===== src/rtl/instr_seq_mem_if.sv =====
// Program RAM bus between the instruction sequencer and the 16x8 static RAM.
// Read data is registered in the RAM: it is valid the cycle after the cs/addr cycle.
interface instr_seq_mem_if #(
    parameter int ADDR_W = 4,
    parameter int DATA_W = 8
);
    logic              mem_cs;
    logic              mem_we;
    logic [ADDR_W-1:0] mem_addr;
    logic [DATA_W-1:0] mem_wdata;
    logic [DATA_W-1:0] mem_rdata;

    modport master (
        output mem_cs,
        output mem_we,
        output mem_addr,
        output mem_wdata,
        input  mem_rdata
    );

    modport slave (
        input  mem_cs,
        input  mem_we,
        input  mem_addr,
        input  mem_wdata,
        output mem_rdata
    );
endinterface


===== src/rtl/instr_sequencer.sv =====
// Multi-cycle CPU controller: host program load into RAM, then fetch/decode of
// 1- or 2-byte instructions driving registered ALU and register-file control.
module instr_sequencer #(
    parameter int ADDR_W = 4,
    parameter int DATA_W = 8
) (
    input  logic              CLK,
    input  logic              RESET,
    input  logic              load_en,
    input  logic [DATA_W-1:0] load_data,
    input  logic              run,
    input  logic              halt_req,
    instr_seq_mem_if.master   mem,
    output logic [2:0]        alu_op,
    output logic              is_add,
    output logic              is_imm,
    output logic [DATA_W-1:0] imm_val,
    output logic              rf_we,
    output logic [1:0]        rf_dst,
    output logic [1:0]        rf_src2,
    output logic [ADDR_W-1:0] pc,
    output logic              busy,
    output logic              done,
    output logic [7:0]        instr_count
);

    localparam logic [2:0] S_IDLE   = 3'd0;
    localparam logic [2:0] S_FETCH  = 3'd1;
    localparam logic [2:0] S_FWAIT  = 3'd2;
    localparam logic [2:0] S_IFETCH = 3'd3;
    localparam logic [2:0] S_IWAIT  = 3'd4;
    localparam logic [2:0] S_EXEC   = 3'd5;

    localparam logic [2:0]        OP_HALT = 3'b111;
    localparam logic [ADDR_W-1:0] ADDR_ONE = {{(ADDR_W-1){1'b0}}, 1'b1};

    logic [2:0]        state;
    logic [ADDR_W-1:0] load_ptr;
    logic              wr_pend;
    logic              halt_op;
    logic              halt_pend;
    logic [4:0]        dec;

    // Returns {alu_op, is_add, writes_register}.
    function automatic logic [4:0] decode_op(input logic [2:0] op);
        case (op)
            3'b000:  return {3'b000, 1'b1, 1'b1};
            3'b001:  return {3'b001, 1'b1, 1'b1};
            3'b010:  return {3'b001, 1'b0, 1'b1};
            3'b011:  return {3'b010, 1'b1, 1'b1};
            3'b100:  return {3'b011, 1'b1, 1'b1};
            3'b101:  return {3'b100, 1'b1, 1'b1};
            default: return {3'b000, 1'b1, 1'b0};
        endcase
    endfunction

    function automatic logic [7:0] sat_inc(input logic [7:0] v);
        return (v == 8'hFF) ? v : v + 8'd1;
    endfunction

    assign dec  = decode_op(mem.mem_rdata[7:5]);
    assign busy = (state != S_IDLE);

    // Strobes are qualified by RESET so an abort never leaves a partial write.
    always_comb begin
        mem.mem_cs    = 1'b0;
        mem.mem_we    = 1'b0;
        mem.mem_addr  = pc;
        mem.mem_wdata = '0;
        rf_we         = 1'b0;
        case (state)
            S_IDLE: begin
                if (load_en) begin
                    mem.mem_cs    = 1'b1;
                    mem.mem_we    = 1'b1;
                    mem.mem_addr  = load_ptr;
                    mem.mem_wdata = load_data;
                end
            end
            S_FETCH, S_IFETCH: mem.mem_cs = 1'b1;
            S_EXEC:            rf_we      = wr_pend;
            default: ;
        endcase
        if (!RESET) begin
            mem.mem_cs = 1'b0;
            mem.mem_we = 1'b0;
            rf_we      = 1'b0;
        end
    end

    always_ff @(posedge CLK or negedge RESET) begin
        if (!RESET) begin
            state       <= S_IDLE;
            pc          <= '0;
            load_ptr    <= '0;
            instr_count <= '0;
            done        <= 1'b0;
            alu_op      <= '0;
            is_add      <= 1'b0;
            is_imm      <= 1'b0;
            imm_val     <= '0;
            rf_dst      <= '0;
            rf_src2     <= '0;
            wr_pend     <= 1'b0;
            halt_op     <= 1'b0;
            halt_pend   <= 1'b0;
        end else begin
            case (state)
                S_IDLE: begin
                    if (load_en) begin
                        load_ptr <= load_ptr + ADDR_ONE;
                        done     <= 1'b0;
                    end else if (run) begin
                        pc          <= '0;
                        instr_count <= '0;
                        done        <= 1'b0;
                        state       <= S_FETCH;
                    end
                end
                S_FETCH: state <= S_FWAIT;
                S_FWAIT: begin
                    {alu_op, is_add, wr_pend} <= dec;
                    is_imm  <= mem.mem_rdata[0];
                    rf_dst  <= mem.mem_rdata[4:3];
                    rf_src2 <= mem.mem_rdata[2:1];
                    halt_op <= (mem.mem_rdata[7:5] == OP_HALT);
                    pc      <= pc + ADDR_ONE;
                    state   <= mem.mem_rdata[0] ? S_IFETCH : S_EXEC;
                end
                S_IFETCH: state <= S_IWAIT;
                S_IWAIT: begin
                    imm_val <= mem.mem_rdata;
                    pc      <= pc + ADDR_ONE;
                    state   <= S_EXEC;
                end
                S_EXEC: begin
                    instr_count <= sat_inc(instr_count);
                    if (halt_op) begin
                        done  <= 1'b1;
                        state <= S_IDLE;
                    end else if (halt_req || halt_pend) begin
                        state <= S_IDLE;
                    end else begin
                        state <= S_FETCH;
                    end
                end
                default: state <= S_IDLE;
            endcase

            // A stop request raised mid-instruction is held until EXEC retires it.
            if (state == S_IDLE || state == S_EXEC)
                halt_pend <= 1'b0;
            else if (halt_req)
                halt_pend <= 1'b1;
        end
    end

endmodule


===== src/flat_wrapper.sv =====
// flat-port wrapper written by rule: the top's interface ports become plain ports
module instr_sequencer_flat 
#(
    parameter int ADDR_W = 4,
    parameter int DATA_W = 8
)
  (CLK, RESET, load_en, load_data, run, halt_req, alu_op, is_add, is_imm, imm_val, rf_we, rf_dst, rf_src2, pc, busy, done, instr_count, mem_mem_cs, mem_mem_we, mem_mem_addr, mem_mem_wdata, mem_mem_rdata);
  instr_seq_mem_if #(.ADDR_W(ADDR_W), .DATA_W(DATA_W)) mem_i ();
  input  logic CLK;
  input  logic RESET;
  input  logic load_en;
  input  logic [DATA_W-1:0] load_data;
  input  logic run;
  input  logic halt_req;
  output logic [2:0] alu_op;
  output logic is_add;
  output logic is_imm;
  output logic [DATA_W-1:0] imm_val;
  output logic rf_we;
  output logic [1:0] rf_dst;
  output logic [1:0] rf_src2;
  output logic [ADDR_W-1:0] pc;
  output logic busy;
  output logic done;
  output logic [7:0] instr_count;
  output wire logic [$bits(mem_i.mem_cs)-1:0] mem_mem_cs;
  output wire logic [$bits(mem_i.mem_we)-1:0] mem_mem_we;
  output wire logic [$bits(mem_i.mem_addr)-1:0] mem_mem_addr;
  output wire logic [$bits(mem_i.mem_wdata)-1:0] mem_mem_wdata;
  input wire logic [$bits(mem_i.mem_rdata)-1:0] mem_mem_rdata;
  assign mem_mem_cs = mem_i.mem_cs;
  assign mem_mem_we = mem_i.mem_we;
  assign mem_mem_addr = mem_i.mem_addr;
  assign mem_mem_wdata = mem_i.mem_wdata;
  assign mem_i.mem_rdata = mem_mem_rdata;
  instr_sequencer #(.ADDR_W(ADDR_W), .DATA_W(DATA_W)) u_core (.CLK(CLK), .RESET(RESET), .load_en(load_en), .load_data(load_data), .run(run), .halt_req(halt_req), .mem(mem_i), .alu_op(alu_op), .is_add(is_add), .is_imm(is_imm), .imm_val(imm_val), .rf_we(rf_we), .rf_dst(rf_dst), .rf_src2(rf_src2), .pc(pc), .busy(busy), .done(done), .instr_count(instr_count));
endmodule

===== config.mk =====
export PLATFORM = sky130hd
export DESIGN_NAME = instr_sequencer_flat
export DESIGN_NICKNAME = d
export VERILOG_FILES = /design/src/rtl/instr_seq_mem_if.sv /design/src/rtl/instr_sequencer.sv /design/src/flat_wrapper.sv
export SDC_FILE = /design/constraint.sdc
export NUM_CORES = 1
export LEC_CHECK = 0
export ABC_AREA = 1
export BUFFER_PORTS_ARGS = -buffer_cell sky130_fd_sc_hd__buf_2
export CAP_MARGIN = 25
export CORE_MARGIN = 3
export CORE_UTILIZATION = 55
export CTS_BUF_LIST = sky130_fd_sc_hd__clkbuf_8
export DETAILED_ROUTE_END_ITERATION = 10
export GPL_TIMING_DRIVEN = 0
export PLACE_DENSITY = 0.85
export SLEW_MARGIN = 20
export SYNTH_ARGS = -nofsm -noshare
export SYNTH_HDL_FRONTEND = slang
export SYNTH_SLANG_ARGS = --single-unit

===== constraint.sdc =====
create_clock -name CLK -period 3.2 [get_ports CLK]
set_clock_uncertainty 0.1 [all_clocks]
set_input_delay 0.32 -clock CLK [delete_from_list [all_inputs] [get_ports CLK]]
set_output_delay 0.32 -clock CLK [all_outputs]
set_load 0.02 [all_outputs]

# Yosys cells after proc, flatten, opt, wreduce, memory -nomap -nowiden
# Cells that the tools add are included.
totals:
  register_bits: 40
  input_bits: 21
  ram_bits: 0
  latch_bits: 0
  mem_count: 0
  romBits: 0
  output_inout_bits: 46
  word_cells: 80
classes:
  addsub: 3
  n_mul: 0
  order_cmp: 0
  bitwise: 0
  n_reduce_logical: 15
  eq_ne: 17
  div_mod_pow: 0
  n_mux: 31
  n_shift: 0
ops:
  columns: ["cell", "n"]
  rows:
  - ["$mux W8", 5]
  - ["$pmux W5 S6", 1]
  - ["$pmux W3 S6", 1]
  - ["$mux W4", 4]
  - ["$pmux W8 S2", 1]
  - ["$eq A3 B3 Y1 const B", 5]
  - ["$eq A3 B2 Y1 const B", 4]
  - ["$mux W1", 12]
  - ["$mux W3", 4]
  - ["$add A4 B1 Y4 const B", 2]
  - ["$add A8 B1 Y8 const B", 1]
  - ["$eq A8 B8 Y1 const B", 1]
  - ["$pmux W4 S2", 1]
  - ["$eq A3 B1 Y1 const B", 2]
  - ["$logic_not A3 Y1", 2]
  - ["$ne A2 B2 Y1 const B", 3]
  - ["$reduce_and A3 Y1", 2]
  - ["$reduce_bool A2 Y1", 3]
  - ["$pmux W1 S2", 2]
  - ["$reduce_and A2 Y1", 2]
  - ["$reduce_and A4 Y1", 1]
  - ["$reduce_or A2 Y1", 2]
  - ["$ne A3 B3 Y1 const B", 1]
  - ["$reduce_bool A3 Y1", 1]
  - ["other kinds (2)", 3]

# Depth between registers and ports, before layout
logic_depth:
  word_depth: 4
  mapped_depth: 9
  ltp_nobuf: 8

# Least setup slack after synthesis
# No wires, ideal clock.
synth_timing:
  path_type: "register to output"
  from: "register u_core.state[0]"
  to: "output port mem_mem_cs"
  stages_incl_launch_ff: 5
  path_slack_ns: 1.288
  t_required_ns: 2.780
  path_buffers: 1
  arrival_ns: 1.492
  path_cell_list: "dfrtp_1 -> nor2_4 -> nand3_4 -> buf_2 -> a211oi_1"
synth_between:
  elab_chain_cells: 4
  word_cells_on_any_way: 6
  classes_between: "eq/ne (2); mux (2); reduce/logical (2)"
synth_lines:
  columns: ["element", "line_no", "rtl"]
  rows:
  - ["start: declaration", "instr_sequencer.sv:37", "logic [2:0] state;"]
  - ["start signal: assignment", "instr_sequencer.sv:128", "state <= mem.mem_rdata[0] ? S_IFETCH : S_EXEC;"]
  - ["$eq A3 B1 Y1 or $eq A3 B2 Y1 (tied branches)", "instr_sequencer.sv:71", "case (state)"]
  - ["$reduce_or A2 Y1", "instr_sequencer.sv:71", null]
  - ["$pmux W1 S2 *", "instr_sequencer.sv:71", null]
  - ["$mux W1 *", "instr_sequencer.sv:84", "if (!RESET) begin"]
  - ["end: declaration", "flat_wrapper.sv:26", "output wire logic [$bits(mem_i.mem_cs)-1:0] mem_mem_cs;"]
# Every way passes the cells marked *; elsewhere a longest branch is shown, timed or not.

# Worst setup path in the final report
# Ends and elaborated chain as after synthesis.

==> results.md <==
* Status: complete, no violations
* Register area at about 0.001 mm^2
* CTS H-tree depth at 2
* Largest net degree at the start of global routing at 42
* Crit-path max cell delay at 0.50 ns
* CP most frequent cell: buf_2
* CP startpoint kind: flop
* First-pass GRT wire length at 7620 um
* # setup viols final at 0
* GR Util All Layers at 21.7%
* CP endpoint kind: output port
* Comb power frac at 47.0%
* RSZ-0062 raised after global routing: false
* Num rows at 21
* NetSw at 1.06 mW
* Routed wire length at between 4000 and 5000 um
* Core Util, Final at 74.5%
* Post-synthesis area per instance at 7.96 um^2
* Max-slew headroom at 41.7%
* Layout fillers at 284
* Clock buffer depth at 2
* Worst Path Max Fanout at 10
* Slew Viols, Final at 0
* Drt pass-1 iters at 4
* Num ports at 67
* Initial cell density of the core at 59.9%
* Multi-input gate area at a little over 900 um^2
* Placer Congestion at 0.844
* Total congestion overflow at 0
* Sw frac at 43.9%
* R2r worst-path depth at 6
* Antenna Cells at 0
* TritonCTS clock tree: yes
* Worst Hold Class: in2async
* Worst endpoint required time at 2.78 ns
* Initial drt markers at 120
* Vias in the first global route at 1695
* Most area-hungry cell type in the Yosys netlist: dfrtp_1
* Critical Path AT at 1.75 ns
* Vias at approximately 1900
* Layout cell share with drive strength beyond 1 at roughly 28%
* Yosys warns at 0
* Slew @ Worst Pin at 0.874 ns
* Root Driver: clkbuf_8
* Vias per inst at about 4.9
* CTS Sinks at 40
* R2R setup slack at between 1.5 and 2 ns
* Top cell type's share of synthesized area at 47.4%
* CTS Buf Count at 5
* Port Buffers at 66
* Fin crit share at around two thirds
* Sequential cell fraction of total power at 34.5%
* Fmax at 461 MHz
* Max VDD drop at a little under 0.0005 V
* Yosys cell types at 28
* Initial antenna violation count at 0
* Fin crit period at 2.17 ns
* Syn Inst Count at between 200 and 300
* Die area at between 0.004 and 0.005 mm^2
* Dpl hpwl at 3470 um
* WL per Instance at 11.8 um
* Seq cells post-synth at 40
* Sequential fraction of the synthesis area at 47.4%
* Max-Cap Viols at 0
* Post_cts resized at 0
* Core area at 0.00352 mm^2
* Routed Antenna Nets at 0
* CTS clk-pin slew, worst paths at 0.08 ns
* Pwr Density at 922 mW/mm^2
* CTS Hold Bufs at 0
* Post-CTS Setup Bufs at 0
* FF-to-FF End: u_core.state[0]
* Mapped cell area at 0.00211 mm^2
* Die Y at 67.9 um
* Layout Area Growth over Synthesis at 24.4%
* Crit path max-delay cell type: dfrtp_1
* Pint at approximately 1.4 mW
* Final nets at 362
* Critical-path cell list: nor2_4, nand3_4, buf_2, a211oi_1, buf_2
* Clock power share at 18.4%
* Final Hold Viols at 0
* Top cells by area, synth: dfrtp_1 47%, nand2_1 15%, o21ai_0 5.5%, inv_1 5.3%, nor2_1 4.4%
* # DRC at 0
* Die width at 67.9 um
* Clk Latency, worst-skew pair at 0.29 ns
* Post-Synthesis Net Count at around 290
* Leakage at 1.47 nW
* Reg-to-Reg Start: u_core.state[0]
* Crit Path Class: reg2out
* Fin Setup TNS at 0 ns
-- flip-flops by register name, summed over array words and instances (netlist names) --
| register | flops |
|---|---|
| u_core.state | 3 |
| u_core.done | 1 |
| u_core.pc | 4 |
| u_core.halt_pend | 1 |
| u_core.load_ptr | 4 |
| u_core.wr_pend | 1 |
| u_core.instr_count | 8 |
| u_core.is_imm | 1 |
| u_core.alu_op | 3 |
| u_core.imm_val | 8 |
| u_core.is_add | 1 |
| u_core.rf_src2 | 2 |
| u_core.halt_op | 1 |
| u_core.rf_dst | 2 |
-- power groups by stage --
stage	Sequential (mW)	Clock [mW]	Combinational [mW]
after floorplan	0.986	0	0.649
after global placement	0.835	0	1.12
after detailed placement	0.844	0	1.15
after CTS	0.835	0.451	1.15
after global routing	0.865	0.478	1.27
final	0.835	0.446	1.14
-- synth_stat cells --
cell / instances
nand2_1: 86
dfrtp_1: 40
inv_1: 30
nor2_1: 25
o21ai_0: 23
nand3_1: 17
a21oi_1: 4
xor2_1: 4
buf_6: 3
ha_1: 3
nand2_2: 3
nand3_4: 3
nor2_4: 3
buf_2: 2
inv_2: 2
nand4_1: 2
nor3_1: 2
or2_2: 2
xnor2_1: 2
a211oi_1: 1
a21boi_0: 1
a21o_1: 1
clkbuf_1: 1
clkbuf_2: 1
nand2_8: 1
nand3_2: 1
o21ai_2: 1
o31ai_1: 1
-- worst max path at each step --
stage,to,from,cells past startpoint
after global placement,mem_mem_cs,RESET,4
after global routing,mem_mem_cs,u_core.state[0],5
after detailed placement,mem_mem_cs,RESET,4
after CTS,mem_mem_cs,u_core.state[0],5
after floorplan,mem_mem_cs,u_core.state[0],4
final,mem_mem_cs,u_core.state[0],5
-- per-stage QoR --
step / total power [mW] / hold slack [ns] / area, um^2 / cells / worst slack (ns)
2_1_floorplan: 1.63 / -0.0756 / 2110 / 265 / 1.29
5_1_grt: 2.61 / 0.112 / 2620 / 385 / 0.932
6_report: 2.42 / 0.0443 / 2620 / 385 / 1.03
4_1_cts: 2.44 / 0.0752 / 2620 / 385 / 1.03
3_5_place_dp: 1.99 / 0.362 / 2500 / 377 / 1.13
3_3_place_gp: 1.95 / 0.351 / 2500 / 377 / 1.09
-- area by class of cell --
class | count | share of cell area, %
repair buffers | 66 | 12.6
flip-flops and latches | 40 | 38.1
plain buffers | 7 | 2.00
multi-input cells | 186 | 35.7
clock inverters | 1 | 1.14
clock buffers | 7 | 3.67
inverters | 32 | 4.58
well taps | 46 | 2.19
-- cell usage in the layout (no fill, tap or decap) --
cell / Yosys / routed
a211oi_1: 1 / 1
buf_2: 2 / 68
nor2_4: 3 / 3
a21o_1: 1 / 1
bufinv_16: 0 / 1
nor3_1: 2 / 2
ha_1: 3 / 3
nand3_2: 1 / 1
a21boi_0: 1 / 1
o31ai_1: 1 / 1
nand2_1: 86 / 86
inv_2: 2 / 2
dfrtp_1: 40 / 40
nand2_8: 1 / 1
a21oi_1: 4 / 4
clkbuf_1: 1 / 1
nand2_2: 3 / 3
clkbuf_2: 1 / 1
nand3_4: 3 / 3
nand4_1: 2 / 2
o21ai_0: 23 / 23
buf_6: 3 / 3
clkbuf_8: 0 / 7
xnor2_1: 2 / 2
xor2_1: 4 / 4
nand3_1: 17 / 17
or2_2: 2 / 2
o21ai_2: 1 / 1
nor2_1: 25 / 25
inv_1: 30 / 30
-- critical path, delay by kind of cell, from the launching register on --
| kind | cells | cell delay [ns] |
|---|---|---|
| simple gates | 2 | 0.35 |
| buf+inv | 2 | 0.40 |
| flops | 1 | 0.50 |
| compound gates | 1 | 0.21 |
-- logic make-up after synthesis --
family	synth area share (%)
xor+xnor	2.49
compound gates	8.24
simple gates	31.9
flops	47.4
buf+inv	8.18
fa+ha+maj	1.78
-- layer usage --
layer	wire (um)	part of all wire, %	vias up	GRT usage (%)
met4	27	0.60	0	5.96
met5	0	0	-	0
li1	-	-	982	-
met2	2240	49	45	35.1
met1	2000	44	854	29.2
met3	258	5.7	5	4.76
Note: power is estimated with default switching activity, not from simulation.
